$ cat src/rtl/open_list_pop_if.sv
// Handshake bundle between the sorter/expansion logic and the open-list read buffer.
// The master modport is the sorter and consumer side; the slave modport is the buffer.
interface open_list_pop_if #(
  parameter int unsigned DEPTH = 16,
  parameter int unsigned KEY_W = 8,
  parameter int unsigned ID_W  = 8
);
  localparam int unsigned PW = $clog2(DEPTH) + 1;

  logic             Load_Start;
  logic             Wr_En;
  logic [KEY_W-1:0] Wr_Key;
  logic [ID_W-1:0]  Wr_Id;
  logic             Load_Done;
  logic             Out_Valid;
  logic             Out_Ready;
  logic [KEY_W-1:0] Out_Key;
  logic [ID_W-1:0]  Out_Id;
  logic [PW-1:0]    Count;
  logic             Empty;
  logic             Busy;
  logic             Order_Err;
  logic             Overflow;

  modport master (
    output Load_Start, Wr_En, Wr_Key, Wr_Id, Load_Done, Out_Ready,
    input  Out_Valid, Out_Key, Out_Id, Count, Empty, Busy, Order_Err, Overflow
  );

  modport slave (
    input  Load_Start, Wr_En, Wr_Key, Wr_Id, Load_Done, Out_Ready,
    output Out_Valid, Out_Key, Out_Id, Count, Empty, Busy, Order_Err, Overflow
  );
endinterface

$ cat src/rtl/open_list_pop.sv
// Sorted open-list buffer: loaded in ascending f-cost order by the sorter,
// served lowest-cost first, with sticky ordering-violation and overflow flags.
module open_list_pop #(
  parameter int unsigned DEPTH = 16,
  parameter int unsigned KEY_W = 8,
  parameter int unsigned ID_W  = 8
) (
  input  logic                 Clk,
  input  logic                 Reset,
  open_list_pop_if.slave       bus
);
  localparam int unsigned AW = $clog2(DEPTH);
  localparam int unsigned PW = AW + 1;
  localparam logic [PW-1:0] ONE_P  = PW'(1);
  localparam logic [PW-1:0] FULL_P = PW'(DEPTH);

  typedef struct packed {
    logic [KEY_W-1:0] key;
    logic [ID_W-1:0]  id;
  } entry_t;

  typedef enum logic [1:0] {IDLE, LOAD, SERVE} state_t;

  state_t        state_q, state_d;
  logic [PW-1:0] wr_ptr_q, wr_ptr_d;
  logic [PW-1:0] rd_ptr_q, rd_ptr_d;
  logic          order_err_q, order_err_d;
  logic          overflow_q, overflow_d;
  entry_t        mem_q [DEPTH];
  entry_t        mem_d [DEPTH];

  logic [AW-1:0] wr_idx, prev_idx, rd_idx;
  logic [PW-1:0] prev_ptr;

  assign wr_idx   = wr_ptr_q[AW-1:0];
  assign prev_ptr = wr_ptr_q - ONE_P;
  assign prev_idx = prev_ptr[AW-1:0];
  assign rd_idx   = rd_ptr_q[AW-1:0];

  always_comb begin
    state_d     = state_q;
    wr_ptr_d    = wr_ptr_q;
    rd_ptr_d    = rd_ptr_q;
    order_err_d = order_err_q;
    overflow_d  = overflow_q;
    for (int unsigned i = 0; i < DEPTH; i++) begin
      mem_d[i] = mem_q[i];
    end

    if (bus.Load_Start) begin
      // Abort overrides everything; a simultaneous write becomes entry 0.
      state_d     = LOAD;
      rd_ptr_d    = '0;
      order_err_d = 1'b0;
      overflow_d  = 1'b0;
      if (bus.Wr_En) begin
        mem_d[0] = '{key: bus.Wr_Key, id: bus.Wr_Id};
        wr_ptr_d = ONE_P;
      end else begin
        wr_ptr_d = '0;
      end
    end else begin
      unique case (state_q)
        IDLE: ;
        LOAD: begin
          if (bus.Wr_En) begin
            if (wr_ptr_q == FULL_P) begin
              overflow_d = 1'b1;
            end else begin
              mem_d[wr_idx] = '{key: bus.Wr_Key, id: bus.Wr_Id};
              wr_ptr_d      = wr_ptr_q + ONE_P;
              if (wr_ptr_q != '0 && bus.Wr_Key < mem_q[prev_idx].key) begin
                order_err_d = 1'b1;
              end
            end
          end
          if (bus.Load_Done) begin
            state_d = (wr_ptr_d != rd_ptr_q) ? SERVE : IDLE;
          end
        end
        SERVE: begin
          if (bus.Out_Ready) begin
            rd_ptr_d = rd_ptr_q + ONE_P;
            if (rd_ptr_d == wr_ptr_q) begin
              state_d = IDLE;
            end
          end
        end
        default: state_d = IDLE;
      endcase
    end
  end

  always_ff @(posedge Clk or negedge Reset) begin
    if (!Reset) begin
      state_q     <= IDLE;
      wr_ptr_q    <= '0;
      rd_ptr_q    <= '0;
      order_err_q <= 1'b0;
      overflow_q  <= 1'b0;
    end else begin
      state_q     <= state_d;
      wr_ptr_q    <= wr_ptr_d;
      rd_ptr_q    <= rd_ptr_d;
      order_err_q <= order_err_d;
      overflow_q  <= overflow_d;
    end
  end

  always_ff @(posedge Clk) begin
    for (int unsigned i = 0; i < DEPTH; i++) begin
      mem_q[i] <= mem_d[i];
    end
  end

  always_comb begin
    bus.Out_Valid = (state_q == SERVE);
    bus.Out_Key   = bus.Out_Valid ? mem_q[rd_idx].key : '0;
    bus.Out_Id    = bus.Out_Valid ? mem_q[rd_idx].id : '0;
    bus.Count     = wr_ptr_q - rd_ptr_q;
    bus.Empty     = (wr_ptr_q == rd_ptr_q);
    bus.Busy      = (state_q == LOAD);
    bus.Order_Err = order_err_q;
    bus.Overflow  = overflow_q;
  end
endmodule

$ cat src/flat_wrapper.sv
// flat-port wrapper written by rule: the top's interface ports become plain ports
module open_list_pop_flat 
#(
  parameter int unsigned DEPTH = 16,
  parameter int unsigned KEY_W = 8,
  parameter int unsigned ID_W  = 8
)
  (Clk, Reset, bus_Load_Start, bus_Wr_En, bus_Wr_Key, bus_Wr_Id, bus_Load_Done, bus_Out_Ready, bus_Out_Valid, bus_Out_Key, bus_Out_Id, bus_Count, bus_Empty, bus_Busy, bus_Order_Err, bus_Overflow);
  open_list_pop_if #(.DEPTH(DEPTH), .KEY_W(KEY_W), .ID_W(ID_W)) bus_i ();
  input  logic Clk;
  input  logic Reset;
  input wire logic [$bits(bus_i.Load_Start)-1:0] bus_Load_Start;
  input wire logic [$bits(bus_i.Wr_En)-1:0] bus_Wr_En;
  input wire logic [$bits(bus_i.Wr_Key)-1:0] bus_Wr_Key;
  input wire logic [$bits(bus_i.Wr_Id)-1:0] bus_Wr_Id;
  input wire logic [$bits(bus_i.Load_Done)-1:0] bus_Load_Done;
  input wire logic [$bits(bus_i.Out_Ready)-1:0] bus_Out_Ready;
  output wire logic [$bits(bus_i.Out_Valid)-1:0] bus_Out_Valid;
  output wire logic [$bits(bus_i.Out_Key)-1:0] bus_Out_Key;
  output wire logic [$bits(bus_i.Out_Id)-1:0] bus_Out_Id;
  output wire logic [$bits(bus_i.Count)-1:0] bus_Count;
  output wire logic [$bits(bus_i.Empty)-1:0] bus_Empty;
  output wire logic [$bits(bus_i.Busy)-1:0] bus_Busy;
  output wire logic [$bits(bus_i.Order_Err)-1:0] bus_Order_Err;
  output wire logic [$bits(bus_i.Overflow)-1:0] bus_Overflow;
  assign bus_i.Load_Start = bus_Load_Start;
  assign bus_i.Wr_En = bus_Wr_En;
  assign bus_i.Wr_Key = bus_Wr_Key;
  assign bus_i.Wr_Id = bus_Wr_Id;
  assign bus_i.Load_Done = bus_Load_Done;
  assign bus_i.Out_Ready = bus_Out_Ready;
  assign bus_Out_Valid = bus_i.Out_Valid;
  assign bus_Out_Key = bus_i.Out_Key;
  assign bus_Out_Id = bus_i.Out_Id;
  assign bus_Count = bus_i.Count;
  assign bus_Empty = bus_i.Empty;
  assign bus_Busy = bus_i.Busy;
  assign bus_Order_Err = bus_i.Order_Err;
  assign bus_Overflow = bus_i.Overflow;
  open_list_pop #(.DEPTH(DEPTH), .KEY_W(KEY_W), .ID_W(ID_W)) u_core (.Clk(Clk), .Reset(Reset), .bus(bus_i));
endmodule
$ cat config.mk
export PLATFORM = sky130hd
export DESIGN_NAME = open_list_pop_flat
export DESIGN_NICKNAME = d
export VERILOG_FILES = /design/src/rtl/open_list_pop_if.sv /design/src/rtl/open_list_pop.sv /design/src/flat_wrapper.sv
export SDC_FILE = /design/constraint.sdc
export NUM_CORES = 1
export LEC_CHECK = 0
export ABC_CLOCK_PERIOD_IN_PS = 11600
export CORE_MARGIN = 1.5
export CORE_UTILIZATION = 34
export CTS_CLUSTER_DIAMETER = 40
export DETAILED_ROUTE_END_ITERATION = 8
export SYNTH_ARGS = -nofsm -noshare
export SYNTH_HDL_FRONTEND = slang
export SYNTH_SLANG_ARGS = --single-unit
$ cat constraint.sdc
create_clock -name Clk -period 11.6 [get_ports Clk]
set_input_delay 2.32 -clock Clk [delete_from_list [all_inputs] [get_ports Clk]]
set_output_delay 2.32 -clock Clk [all_outputs]
set_load 0.03 [all_outputs]
### Word level (Yosys, flattened, before mapping)

Memory sizes are Yosys's and may differ from the RTL's.
Cells that the tools add are included.

* memories: 1
* register bits: 14
* memory bits (writable): 256
* logic and storage cells: 75
* input bits: 22
* output and inout bits: 26

Memory list
* u_core.mem_q: words 16, width 16, read ports 18, clocked after Yosys merged registers in 0, write ports 16, line open_list_pop.sv:29 `entry_t mem_q [DEPTH];`

* $add $sub $neg: 4
* $lt $le $gt $ge: 3
* bitwise gates (word level): 1
* reduce and logical (&&, ||, !) cells: 14
* eq/ne operators: 11
* mux-type cells: 36

Operators by type and width (number)
* $mux 256: 3
* $bwmux 256: 1
* $mux 240: 1
* $demux 16 s4: 1
* $mux 16: 3
* $mux 5: 9
* $mux 8: 2
* $reduce_bool 2->1: 6
* $add 5x1->5 const B: 2
* $eq 5x5->1: 2
* $mux 1: 10
* $mux 2: 5
* $lt 8x8->1: 1
* $reduce_and 4->1: 2
* $ne 3x3->1 const B: 2
* $pmux 2 s3: 1
* $eq 5x5->1 const B: 1
* $ge 5x5->1 const B: 1
* $lt 5x1->1 const B: 1
* $ne 5x5->1: 1
* $not 4->5: 1
* $reduce_bool 5->1: 1
* $sub 5x5->5: 1
* $ne 2x2->1 const B: 2
* 8 further kinds: 9

### Depth between registers and ports, before layout

* word-level depth: 10
* mapped depth: 15
* gate-level depth less buffers: 11

### Worst setup path before layout

Ideal clock, no wire load.

* path kind: input port to flip-flop
* start: in bus_Wr_En
* end: mem u_core.mem_q[1][0] (netlist name), enable pin
* setup slack: 7.041 ns
* buffers on the path: 1
* arrival time: 4.149 ns
* library setup time: 0.409 ns
* data required time: 11.191 ns
* cell stages on the path: 5
* path through: clkbuf_1 > nand2_1 > nor3_1 > nand2_1 > nor3_1

RTL lines
* from (decl): line flat_wrapper.sv:13 `input wire logic [$bits(bus_i.Wr_En)-1:0] bus_Wr_En;`
* to (decl): line open_list_pop.sv:29

### Final worst setup path

* start: reg u_core.rd_ptr_q[0]
* end: out bus_Out_Key[2]

* cells in the longest elaborated chain, start to end: 2

RTL lines
* from (decl): line open_list_pop.sv:26 `logic [PW-1:0] rd_ptr_q, rd_ptr_d;`
* from (signal assigned): line open_list_pop.sv:104 `rd_ptr_q <= rd_ptr_d;`
* $mem_v2 16x16
* $mux 8: line open_list_pop.sv:118 `bus.Out_Key = bus.Out_Valid ? mem_q[rd_idx].key : '0;`
* to (decl): line flat_wrapper.sv:19 `output wire logic [$bits(bus_i.Out_Key)-1:0] bus_Out_Key;`

Every way passes these cells.

==> out/metrics.yaml <==
drt_first_pass_iters: 5
rsz0062_at_grt: "no"
final-instance-count-excl-fill: 1186
final_cell_area_mm2: 0.0146
worstMarginPinSlew_ns: 1.10
path_depth: 5
regToRegSetupSlack_ns: 6.55
vias: 6458
grt_pass1_wl_mm: 44.5
drv_cap: 0
tns_ns: 0
cp_cell_sequence: "buf_4 -> mux4_2 -> mux4_2 -> and2_1 -> clkdlybuf4s50_1"
pwr-share-comb_pct: 13.7
ys.flop_type: "edfxtp_1"
dp.cells: 1114
leakagePower_nw: 4.64
die_area_mm2: 0.0370
status: "finished clean"
drc_errors: 0
post-cts-setup-buffer-count: 0
track_usage_pct: 16.6
syn_area_per_cell_um2: 19.6
crit_end: "bus_Out_Key[2]"
worst-setup-path-type: "flop to output pin"
yosysSeqAreaShare_pct: 65.9
drt_iter0_drc: 460
io_pins: 48
place_ws_ns: 5.75
yosysMostFrequentCell: "edfxtp_1"
h-tree-depth: 2
routedWlPerCell_um: 24.8
finClkSkew_ns: 0.0139
hold_viol_final: 0
clkLatencyLatePin_ns: 0.52
p_int_mw: 1.96
cp-end-kind: "output pin"
yosys.area.top_type_share_pct: 63.0
synth_edf_count: 256
syn_to_final_growth_pct: 19.6
synth_nets: 661
hold_buffers: 0
fmax_mhz: 158
worst-path-buf-inv: 2
cts-root-buf: "clkbuf_16"
dp_hpwl_mm: 16.4
n_antenna_cell: 0
start_util_pct: 34.4
synth_warnings: 0
crit_start: "u_core.rd_ptr_q[0]$_DFFE_PN0P_"
worstReg2RegEnd: "u_core.bus.Order_Err$_DFFE_PN0P_"
r2r-start: "u_core.wr_ptr_q[0]$_DFFE_PN0N_"
final.period_utilization_pct: 54.6
final_nets: 734
grt_pass1_vias: 6942
design.core.area_mm2: 0.0355
seqPwrFrac_pct: 42.3
cp-start-kind: "flop"
synth_seq_cells: 270
finalWirelength_mm: 29.4
die_y_um: 192
peakVddDrop_mv: 0.157
antenna_found_initial: 0
synthCells: 621
drive_above_1_share_pct: 31.6
post-route-min-period_ns: 6.33
crit_top_cell: "mux4_2"
synth_area_mm2: 0.0122
p_sw_mw: 0.651
cts_tree: "done"
synth_area_leaders: "edfxtp_1, mux4_2, dfrtp_1, ha_1, nor2b_1"
worst_slack_ns: 5.27
viasPerCell: 5.45
synth_top_cell_by_area: "edfxtp_1"
fp.dieW_um: 192
async_reset_ff_share_pct: 5.19
drtAntennaViolNets: 0
clk_pin_slew_worst_paths_ns: 0.05
hp-class: "flop to flop"
cpMaxStageDelayCell: "dfrtp_4"
rows: 69
power.share.switching_pct: 24.9
cts_resized: 0
grt_max_degree: 72
whs_ns: 0.521
arrival_ns: 4.01
crit_path_max_fanout: 38
critPathTopFamily: "buffers and inverters"
cp_data_required_time_ns: 9.28
reg2reg_depth: 13
gp_congestion: 0.821
clk_path_buf_depth: 3
clock_power_share_pct: 44.1
cts_sinks: 270
drv_slew: 0
cts_buffers: 39
maxSlewHeadroom_pct: 26.9
place_area_mm2: 0.0133
port_buffers: 47
setup_viol: 0
synthDistinctLibCells: 42
grt-ovfl-total: 0
cellPowerDensity_mw_per_mm2: 179
slowest_delay_ns: 0.82
synth_commonest_cells: "edfxtp_1, mux4_2, nor2b_1, nor2_1"
-- final cells by class --
type / count / area (um^2)
clock buffers: 45 / 998
clock inverters: 27 / 298
fillers: 3079 / 20900
inverters: 18 / 67.6
multi-input cells: 297 / 3980
flip-flops and latches: 270 / 8040
well taps: 461 / 577
repair buffers: 68 / 628
-- flip-flops by register name, summed over array words and instances, names as in the netlist --
signal and flops:
u_core.bus.Order_Err 1, u_core.bus.Overflow 1, u_core.wr_ptr_q 5, u_core.mem_q 256, u_core.state_q 2, u_core.rd_ptr_q 5
-- through the flow --
step / power, mW / util (%)
floorplan: 1.36 / -
global placement: 1.48 / 37.5
detailed placement: 1.48 / 37.5
CTS: 2.64 / 41.1
global route: 2.71 / 41.1
finish: 2.61 / 41.1
-- layer usage --
metal | GRT usage (%) | wire (um)
met2 | 27.0 | 14000
met3 | 3.26 | 1770
met1 | 22.5 | 12800
met5 | 0 | 0
met4 | 5.28 | 846
-- cell usage in the layout, fill, tap and decap left out, types with 7 or more instances in the layout --
master / n
a21oi_1: 16
and2_1: 17
buf_4: 21
clkbuf_16: 39
clkdlybuf4s50_1: 47
dfrtp_1: 11
edfxtp_1: 256
ha_1: 17
inv_1: 17
inv_6: 8
mux4_2: 119
nand2_1: 10
nand3_1: 7
nand4_1: 7
nor2_1: 7
nor2_2: 8
nor2b_1: 18
o21ai_0: 8
xnor2_1: 11
xor2_1: 7
-- cells by family after synthesis --
| family | Yosys count | synth area share, % |
|---|---|---|
| flops | 270 | 65.9 |
| mux | 123 | 22.3 |
| simple gates | 99 | 4.45 |
| buf+inv | 54 | 2.09 |
| compound gates | 38 | 1.91 |
| xor+xnor | 19 | 1.43 |
| fa+ha+maj | 18 | 1.91 |
-- worst min path at each step --
| stage | start | to | slack [ns] | depth (start not counted) |
|---|---|---|---|---|
| 4_1_cts | u_core.bus.Overflow$_DFFE_PN0P_ | u_core.bus.Overflow$_DFFE_PN0P_ | 0.51 | 2 |
| 3_5_place_dp | u_core.bus.Overflow$_DFFE_PN0P_ | u_core.bus.Overflow$_DFFE_PN0P_ | 0.50 | 2 |
| 5_1_grt | u_core.bus.Overflow$_DFFE_PN0P_ | u_core.bus.Overflow$_DFFE_PN0P_ | 0.56 | 2 |
| 6_report | u_core.bus.Overflow$_DFFE_PN0P_ | u_core.bus.Overflow$_DFFE_PN0P_ | 0.52 | 2 |
| 2_1_floorplan | u_core.state_q[1]$_DFFE_PN0P_ | u_core.state_q[1]$_DFFE_PN0P_ | 0.53 | 1 |
| 3_3_place_gp | u_core.bus.Overflow$_DFFE_PN0P_ | u_core.bus.Overflow$_DFFE_PN0P_ | 0.49 | 2 |
-- tightest hold or removal path, cell delays in order, from the launching register on --
cell	delay, ns
dfrtp_1	0.36
a21oi_1	0.05
nor2_1	0.07
-- power groups by stage --
stage | combinational (mW) | clock (mW) | sequential, mW
2_1_floorplan | 0.251 | 0 | 1.11
3_3_place_gp | 0.356 | 0 | 1.12
3_5_place_dp | 0.360 | 0 | 1.12
4_1_cts | 0.362 | 1.17 | 1.10
5_1_grt | 0.389 | 1.22 | 1.11
6_report | 0.357 | 1.15 | 1.10
No activity file was read; power rests on OpenSTA's default activity.
==> variant 1: new RTL, same flow settings <==
Re-encode `state_t` (3 states) as one-hot, 3 bits wide.
--- a/src/rtl/open_list_pop.sv
+++ b/src/rtl/open_list_pop.sv
@@ -19,7 +19,7 @@
     logic [ID_W-1:0]  id;
   } entry_t;
 
-  typedef enum logic [1:0] {IDLE, LOAD, SERVE} state_t;
+  typedef enum logic [2:0] {IDLE = 3'b001, LOAD = 3'b010, SERVE = 3'b100} state_t;
 
   state_t        state_q, state_d;
   logic [PW-1:0] wr_ptr_q, wr_ptr_d;
Formal check against the unedited RTL: same outputs for any inputs over 4 cycles, from zero or initial values and one cycle with Reset low; so few cycles prove little.
==> variant 1 against the unedited design <==
  * Maximum frequency up 1.4%
  * Sequential share of layout area up 0.40 points
  * Synthesized area up 1.2%
  * Wire length down 0.18%
  * Power down 9.1%
  * Final area down 0.40%
  * Non-clock buffer count up 3
  * Synthesized cell count up 0.97%
  * Worst setup slack better by 0.085 ns
  * Sequential cell count up 1
  * Worst hold slack worse by 0.0052 ns
  * Largest power group is now registers
==> variant 1: results <==
group,metric,value,unit
worst_hold_path,hold_path.class,"reg2reg",
worst_setup_path,r2r-start,"u_core.wr_ptr_q[1]$_DFFE_PN0N_",
place,post-place-ws,5.746,ns
timing,worst-slew-pin-transition,1.156,ns
synth,synth_common_cells,"edfxtp_1, mux4_2, and2_1, ha_1, nor2b_1",
routing,wl_met2,15.56,mm
timing,clock_skew,0.01901,ns
grt,antenna_found_initial,1,
synth,synth-edff-count,256,
routing,dr.first_iter.drc_count,509,
routing,highest_layer,"met5",
worst_setup_path,timing.rr.end,"u_core.bus.Order_Err$_DFFE_PN0P_",
grt,grt_max_degree,58,
layout,final_cells,1185,
worst_setup_path,slowest_stage,"buf_4",
synth,netlist_top_cells_area,"edfxtp_1, mux4_2, dfrtp_1",
layout,drive_above_1_share,28.87,%
synth,synth_cell_types,46,
worst_setup_path,reg2reg_depth,10,
place,place_area,13350,µm²
routing,m1WireLength,11.75,mm
worst_setup_path,cpPeakStageDelay,0.90,ns
layout,syn2layout_area_growth,17.72,%
routing,drtPass1Iterations,5,
routing,viasPerCell,5.425,
worst_setup_path,path_max_fanout,57,
grt,grt_pass1_wl,44.83,mm
place,dp_cells,1119,
synth,async_reset_ff_share,5.535,%
place,dp_hpwl,17.60,mm
clock_tree,clockBufferDepth,3,
place,place_congestion,0.7884,
worst_setup_path,endpoint,"bus_Out_Id[5]",
synth,syn_nets,667,
power_and_ir_drop,leakagePower,4.655,nW
clock_tree,numCtsBuffers,37,
grt,track_usage,16.08,%
power_and_ir_drop,vdd_drop_max,0.0001208,V
synth,yosysSeqAreaShare,65.33,%
layout,nets,737,
worst_setup_path,r2r_slack,7.42,ns
timing,slew_headroom,22.92,%
clock_tree,clkTransAtPathRegs,0.05,ns
clock_tree,cts_resized,0,
timing,fin_ws,5.357,ns
run_status,status,"complete, no violations",
layout,fillers,3114,
routing,wl_met3,1.390,mm
worst_setup_path,cp.arrival,3.92,ns
place,io_buffers,47,
layout,largestRegisters,"u_core.mem_q (256), u_core.rd_ptr_q (5), u_core.wr_ptr_q (5)",
routing,wirelength,29.36,mm
synth,avgSynthCellArea,19.69,µm²
grt,grt_pass1_vias,6923,
==> variant 1: cell count changes in the layout (fill, tap and decap cells not counted), moves of 4 or more <==
cell / delta
nor2_1: +5
a21oi_1: -4
clkinv_1: +5
and3_1: +11
nor2_2: -7
inv_6: -7
nor2_4: -4
==> variant 1: worst min path at each step <==
stage | startpoint | endpoint | slack, ns | depth (start not counted)
6_report | u_core.bus.Overflow$_DFFE_PN0P_ | u_core.bus.Overflow$_DFFE_PN0P_ | 0.52 | 2
5_1_grt | u_core.bus.Overflow$_DFFE_PN0P_ | u_core.bus.Overflow$_DFFE_PN0P_ | 0.56 | 2
4_1_cts | u_core.bus.Overflow$_DFFE_PN0P_ | u_core.bus.Overflow$_DFFE_PN0P_ | 0.52 | 2
3_5_place_dp | u_core.bus.Overflow$_DFFE_PN0P_ | u_core.bus.Overflow$_DFFE_PN0P_ | 0.51 | 2
3_3_place_gp | u_core.bus.Overflow$_DFFE_PN0P_ | u_core.bus.Overflow$_DFFE_PN0P_ | 0.51 | 2
2_1_floorplan | u_core.rd_ptr_q[4]$_DFFE_PN0P_ | u_core.rd_ptr_q[4]$_DFFE_PN0P_ | 0.57 | 2
==> variant 1: cells by family after synthesis <==
logic type	Yosys count	synth area share, %
multiplexers	124	22.22
buffers and inverters	57	2.463
AO/OA/AOI/OAI	34	1.693
flip-flops	271	65.33
AND/OR/NAND/NOR	105	4.926
adder cells (fa/ha/maj)	18	1.885
XOR/XNOR	18	1.490
==> variant 1: cell type report <==
| class | instances | share of cell area (%) |
|---|---|---|
| tap | 461 | 3.969 |
| inverter | 17 | 0.4391 |
| clock buffer | 47 | 6.914 |
| timing repair buffer | 71 | 4.477 |
| sequential | 271 | 55.54 |
| clock inverter | 19 | 1.231 |
| multi-input combinational | 299 | 27.43 |
==> variant 1: worst min-delay path: cells and delay by family (launching register included) <==
kind            cells  cell delay, ns
compound gates      1            0.05
flops               1            0.35
simple gates        1            0.08
==> variant 1: power breakdown <==
part	total (mW)	internal, mW	switching [mW]
logic	0.217	0.102	0.115
registers	1.09	1.08	0.00538
clock network	1.07	0.661	0.410
total	2.38	1.85	0.529
==> variant 1: routing by layer <==
metal / vias to the layer above / GRT usage (%)
met4: 2 / 4.637
met5: - / 0
li1: 2750 / -
met3: 56 / 2.650
met2: 231 / 28.76
met1: 3390 / 20.08
==> variant 2: new RTL, config.mk and constraints unchanged <==
Without the edit above. `DEPTH` is set to 16 in 3 places; all go to 32.
--- a/src/rtl/open_list_pop_if.sv
+++ b/src/rtl/open_list_pop_if.sv
@@ -1,7 +1,7 @@
 // Handshake bundle between the sorter/expansion logic and the open-list read buffer.
 // The master modport is the sorter and consumer side; the slave modport is the buffer.
 interface open_list_pop_if #(
-  parameter int unsigned DEPTH = 16,
+  parameter int unsigned DEPTH = 32,
   parameter int unsigned KEY_W = 8,
   parameter int unsigned ID_W  = 8
 );
--- a/src/rtl/open_list_pop.sv
+++ b/src/rtl/open_list_pop.sv
@@ -1,7 +1,7 @@
 // Sorted open-list buffer: loaded in ascending f-cost order by the sorter,
 // served lowest-cost first, with sticky ordering-violation and overflow flags.
 module open_list_pop #(
-  parameter int unsigned DEPTH = 16,
+  parameter int unsigned DEPTH = 32,
   parameter int unsigned KEY_W = 8,
   parameter int unsigned ID_W  = 8
 ) (
--- a/src/flat_wrapper.sv
+++ b/src/flat_wrapper.sv
@@ -1,7 +1,7 @@
 // flat-port wrapper written by rule: the top's interface ports become plain ports
 module open_list_pop_flat 
 #(
-  parameter int unsigned DEPTH = 16,
+  parameter int unsigned DEPTH = 32,
   parameter int unsigned KEY_W = 8,
   parameter int unsigned ID_W  = 8
 )
Interface: changed (resized bus_Count); port bits go from 48 to 49. The function was not compared with the original's and may differ.
==> variant 2 against the unedited design <==
  * First-iteration DRC count rose to 2.7 times the old value
  * Die area grew 89%
  * Synthesized area grew 91%
  * Worst setup slack worse by 0.30 ns
  * Wire length rose by 95%
  * Power increased by 80%
  * Sequential cell count rose by 258
  * Clock skew increased by 0.014 ns
  * Final area is 87% higher
  * Synthesized cell count grew 81%
  * Critical path depth grew 1
  * Maximum frequency fell by 4.5%
  * Non-clock buffer count grew 31
==> variant 2: results <==
group,metric,value,unit
grt,grt_max_degree,111,
grt,grtUsageMet3,3.456,%
synth,avgSynthCellArea,20.72,µm²
power_and_ir_drop,vdd_drop_max,0.0001425,V
synth,synth-edff-count,512,
routing,dr_total_vias,12030,
timing,max_freq,150.8,MHz
die,num_tap_cells,873,
grt,use_met1,24.15,%
synth,synth_cell_types,52,
layout,nets,1263,
synth,async_reset_ff_share,3.030,%
synth,syn_nets,1163,
place,place_congestion,0.7699,
run_status,status,"complete, no violations",
routing,wl_met2,27.58,mm
routing,dr.first_iter.drc_count,1263,
routing,viasPerCell,5.599,
synth,netlist_top_cells_area,"edfxtp_1, mux4_2, dfrtp_1",
timing,clock_skew,0.02810,ns
worst_setup_path,path_max_fanout,110,
layout,inverters,15,
clock_tree,h-tree-depth,3,
layout,drive_above_1_share,35.22,%
worst_setup_path,cp.arrival,4.31,ns
worst_setup_path,r2r_slack,6.81,ns
routing,wl_met3,4.239,mm
place,io_buffers,48,
clock_tree,insertion_delay,0.61,ns
grt,track_usage,16.72,%
place,dp_hpwl,31.89,mm
layout,sh_seq_area,57.77,%
grt,grt_pass1_wl,84.66,mm
layout,fillers,5869,
variant 2: changes by cell type in the layout (fill, tap and decap cells not counted), sizes merged, moves of 8 or more:
cell	before	now
mux2i	3	12
nor2	19	49
mux4	119	237
edfxtp	256	512
nand2	10	51
a21oi	17	25
clkinv	12	20
buf	21	51
and2	17	1
clkbuf	45	77
variant 2: logic make-up after synthesis:
group | share of synthesized area [%]
buffers and inverters | 1.879
adder cells (fa/ha/maj) | 1.055
XOR/XNOR | 0.9689
AND/OR/NAND/NOR | 3.359
AO/OA/AOI/OAI | 1.346
multiplexers | 23.53
flip-flops | 67.87
variant 2: per-stage QoR:
| step | hold slack [ns] | power (mW) |
|---|---|---|
| finish | 0.4916 | 4.711 |
| global route | 0.5311 | 4.860 |
| CTS | 0.5050 | 4.763 |
| detailed placement | 0.4938 | 2.565 |
| global placement | 0.4867 | 2.558 |
| floorplan | 0.5301 | 2.422 |
